$ cat config.mk
export PLATFORM = sky130hd
export DESIGN_NAME = elastic_pipereg
export DESIGN_NICKNAME = d
export VERILOG_FILES = /design/src/rtl/elastic_pipereg.sv
export SDC_FILE = /design/constraint.sdc
export NUM_CORES = 1
export LEC_CHECK = 0
export CORE_UTILIZATION = 45
export DETAILED_ROUTE_END_ITERATION = 8
export GPL_TIMING_DRIVEN = 0
export PLACE_DENSITY = 0.77
export SKIP_CTS_REPAIR_TIMING = 1
export SYNTH_ARGS = -nofsm -noshare
export SYNTH_HDL_FRONTEND = slang
export SYNTH_SLANG_ARGS = --single-unit
$ cat constraint.sdc
create_clock -name clk -period 6.95 [get_ports clk]
set_input_delay 2.085 -clock clk [delete_from_list [all_inputs] [get_ports clk]]
set_output_delay 2.085 -clock clk [all_outputs]
set_load 0.03 [all_outputs]
$ cat src/rtl/elastic_pipereg.sv
// Elastic pipeline register: valid/ready stage with an optional skid entry so
// in_ready can be fully registered, plus a saturating downstream-stall counter.
//
// state   | meaning
// EMPTY   | nothing held, occupancy 0
// ONE     | main entry valid, occupancy 1
// TWO     | main and skid entries valid, occupancy 2 (SKID_EN=1 only)
module elastic_pipereg #(
    parameter int WIDTH   = 64,
    parameter int SKID_EN = 1
) (
    input  logic             clk,
    input  logic             reset,
    input  logic             flush,
    input  logic             in_valid,
    input  logic [WIDTH-1:0] in_data,
    output logic             in_ready,
    output logic             out_valid,
    output logic [WIDTH-1:0] out_data,
    input  logic             out_ready,
    output logic [1:0]       occupancy,
    output logic [31:0]      stall_cnt
);

    localparam logic [1:0] S_EMPTY = 2'd0;
    localparam logic [1:0] S_ONE   = 2'd1;
    localparam logic [1:0] S_TWO   = 2'd2;

    logic [1:0]       r_state;
    logic [1:0]       w_state_nxt;
    logic [WIDTH-1:0] r_main_data;
    logic [WIDTH-1:0] r_skid_data;
    logic [WIDTH-1:0] w_main_nxt;
    logic [WIDTH-1:0] w_skid_nxt;
    logic [31:0]      r_stall_cnt;
    logic             w_main_valid;
    logic             w_in_ready;
    logic             w_in_fire;
    logic             w_out_fire;

    assign w_main_valid = (r_state != S_EMPTY);

    // Skid mode decouples in_ready from out_ready; single-entry mode trades that
    // for one register by letting a draining entry admit the next payload.
    generate
        if (SKID_EN != 0) begin : g_skid
            assign w_in_ready = (r_state != S_TWO);
        end else begin : g_single
            assign w_in_ready = (r_state == S_EMPTY) | out_ready;
        end
    endgenerate

    assign w_in_fire  = in_valid & w_in_ready;
    assign w_out_fire = w_main_valid & out_ready;

    always_comb begin
        w_state_nxt = r_state;
        w_main_nxt  = r_main_data;
        w_skid_nxt  = r_skid_data;
        case (r_state)
            S_EMPTY: begin
                if (w_in_fire) begin
                    w_state_nxt = S_ONE;
                    w_main_nxt  = in_data;
                end
            end
            S_ONE: begin
                if (w_in_fire && w_out_fire) begin
                    w_main_nxt = in_data;
                end else if (w_in_fire) begin
                    if (SKID_EN != 0) begin
                        w_state_nxt = S_TWO;
                        w_skid_nxt  = in_data;
                    end
                end else if (w_out_fire) begin
                    w_state_nxt = S_EMPTY;
                end
            end
            S_TWO: begin
                if (w_out_fire) begin
                    w_state_nxt = S_ONE;
                    w_main_nxt  = r_skid_data;
                    w_skid_nxt  = '0;
                end
            end
            default: begin
                w_state_nxt = S_EMPTY;
            end
        endcase
    end

    always_ff @(posedge clk) begin
        if (reset) begin
            r_state     <= S_EMPTY;
            r_main_data <= '0;
            r_skid_data <= '0;
            r_stall_cnt <= '0;
        end else begin
            if (w_main_valid && !out_ready && (r_stall_cnt != 32'hFFFF_FFFF)) begin
                r_stall_cnt <= r_stall_cnt + 32'd1;
            end
            if (flush) begin
                r_state     <= S_EMPTY;
                r_main_data <= '0;
                r_skid_data <= '0;
            end else begin
                r_state     <= w_state_nxt;
                r_main_data <= w_main_nxt;
                r_skid_data <= w_skid_nxt;
            end
        end
    end

    assign in_ready  = w_in_ready;
    assign out_valid = w_main_valid;
    assign out_data  = r_main_data;
    assign occupancy = r_state;
    assign stall_cnt = r_stall_cnt;

endmodule

==> results_dict.tcl <==
set metrics [dict create \
    core_area_sq_um 14000 \
    avgSynthCellArea_sq_um 9.21 \
    setup_violations 0 \
    ys_dominant_reg_cell "dfxtp_1" \
    fin_crit_sh 0.707 \
    ys_ff_latch 162 \
    r2r_slack_ns 4.44 \
    netlist.area_leader.share 0.494 \
    fp.dieW_microns 123 \
    cp-start-kind "flip-flop" \
    grt_pass1_wl_microns 26800 \
    via_count 5949 \
    cap_violations 0 \
    io_pins 169 \
    clockBufferDepth 2 \
    synth-warning-count 0 \
    antenna_left 0 \
    fill_cells 1157 \
    avgViaCountPerCell 5.45 \
    clk_pin_slew_ns 0.06 \
    dieArea_sq_um 15100 \
    post-route-util 0.649 \
    first_global_vias 5464 \
    rows 43 \
    cts_tree "built" \
    arrival_ns 2.83 \
    finalCriticalPeriod_ns 4.92 \
    antenna_found_initial 0 \
    grt_start_max_net_pins 17 \
    drt_iter0_drc 344 \
    cts.sink_count 162 \
    insertion_delay_ns 0.42 \
    fin_skew_ns 0.00853 \
    synth.cell_area_sq_um 6570 \
    htreeDepth 4 \
    track_usage 0.229 \
    synth.largest_area_cell "dfxtp_1" \
    synth_edf_count 0 \
    drive_gt1_frac 0.0526 \
    wirelength_microns 17000 \
    rsz0062_at_grt "false" \
    port_buffers 167 \
    synth.distinct_cells 40 \
    status "finished clean" \
    fin_nets 969 \
    crit_path_max_fanout 10 \
    path_class "flip-flop to output port" \
    final_common_cell "clkdlybuf4s50_1" \
    dr.pass1.iters 5 \
    antennaDiodeCount 0 \
    drc 0 \
    hold_viol_final 0 \
    drv_slew 0 \
    yosysSeqAreaShare 0.494 \
    initial_utilization 0.468 \
    areaGrowthSynthToFinish_pct 38.7 \
    tightest_slew_ns 0.820 \
    async_reset_ff_frac 0 \
    crit_path_end_kind "output port" \
    cp_data_required_time_ns 4.87 \
    max-vdd-ir-drop_uv 149 \
    power_density_nw_per_um2 240 \
    overflow 0 \
    synth_nets 783 \
    root_buffer "clkbuf_16" \
    synth_cells 713 \
    tns_ns 0 \
    place_hpwl_microns 11700 \
    hold_path.class "flip-flop to flip-flop" \
    max_slew_margin 0.453 \
    mostFrequentLayoutCells "clkdlybuf4s50_1, dfxtp_1, nor2_1" \
    power.total_mw 2.19 \
    max_freq_mhz 203 \
    routabilityCongestion 0.818 \
    ys_top_cells_by_area "dfxtp_1, mux2i_1, nor2_1" \
    p_leak_nw 3.53 \
    numCtsBuffers 17 \
    wire_per_inst_microns 15.6 \
    die_h_microns 123 \
]
-- state kept, by name, indices dropped and copies added, names as in the netlist --
signal / count
out_data: 64
r_skid_data: 64
stall_cnt: 32
occupancy: 2
-- cells by family (layout without fill, tap and decap cells) --
family | Yosys count | count (layout) | share of synthesized area
simple gates | 232 | 232 | 0.162
compound gates | 184 | 184 | 0.194
flops | 162 | 162 | 0.494
mux | 69 | 69 | 0.106
buf+inv | 62 | 261 | 0.0385
xor+xnor | 3 | 3 | 0.00400
fa+ha+maj | 1 | 1 | 0.00190
-- synth_stat cells (2+ instances only) --
cell,n
a211oi_1,65
a21oi_1,25
a22oi_1,64
and3_1,6
and4_1,3
buf_1,2
buf_2,4
buf_6,2
clkbuf_1,50
dfxtp_1,162
inv_1,4
mux2_2,3
mux2i_1,65
nand2_1,14
nand2b_1,3
nand3_1,11
nand4_1,9
nor2_1,144
nor2b_1,5
nor4_1,2
o21ai_0,23
o22ai_1,2
or2_2,2
or3_1,25
or3b_2,2
xor2_1,2
-- layer usage --
layer	vias up	part of all wire	GRT usage
met5	-	0	0
met4	0	0.020	0.0861
met3	30	0.058	0.0604
met2	169	0.45	0.350
met1	2786	0.47	0.308
li1	2964	-	-
-- path summary, 6_finish.rpt --
| path | from | to | cells past startpoint |
|---|---|---|---|
| max | occupancy[0]$_SDFFE_PP0P_ | in_ready | 5 |
| min | r_skid_data[36]$_SDFFE_PP0P_ | r_skid_data[36]$_SDFFE_PP0P_ | 2 |
| max reg2reg | stall_cnt[17]$_SDFFE_PP0P_ | stall_cnt[27]$_SDFFE_PP0P_ | 6 |
| min reg2reg | r_skid_data[36]$_SDFFE_PP0P_ | r_skid_data[36]$_SDFFE_PP0P_ | 2 |
-- critical path, cell delays in order, from the launching register on --
cell	delay, ns
dfxtp_1	0.45
nand2b_1	0.14
clkbuf_1	0.18
clkbuf_1	0.49
buf_2	0.41
clkdlybuf4s50_1	0.74
-- metrics by stage --
stage | hold WS [ns] | instances | worst slack [ns] | cell area [sq um]
6_report | 0.495 | 1092 | 2.03 | 9110
2_1_floorplan | 0.465 | 713 | 3.22 | 6570
4_1_cts | 0.500 | 1092 | 2.03 | 9110
3_5_place_dp | 0.482 | 1060 | 2.49 | 8470
3_3_place_gp | 0.477 | 1060 | 2.47 | 8470
5_1_grt | 0.511 | 1092 | 1.90 | 9110
-- power by group --
group          switching, mW  total (mW)  internal (mW)  leakage [nW]
combinational          0.124       0.221         0.0970          1.91
clock                  0.389        1.00          0.616         0.303
sequential            0.0115       0.960          0.949          1.31
total                  0.524        2.19           1.66          3.53
-- area by class of cell --
class / instances / area (sq um) / area share
buffer: 58 / 238 / 0.0261
tap: 180 / 225 / 0.0247
clock buffer: 18 / 439 / 0.0482
timing repair buffer: 167 / 1670 / 0.184
multi-input combinational: 489 / 3070 / 0.337
sequential: 162 / 3240 / 0.356
clock inverter: 14 / 204 / 0.0224
inverter: 4 / 15.0 / 0.00165
Note: power is estimated with default switching activity, not from simulation.
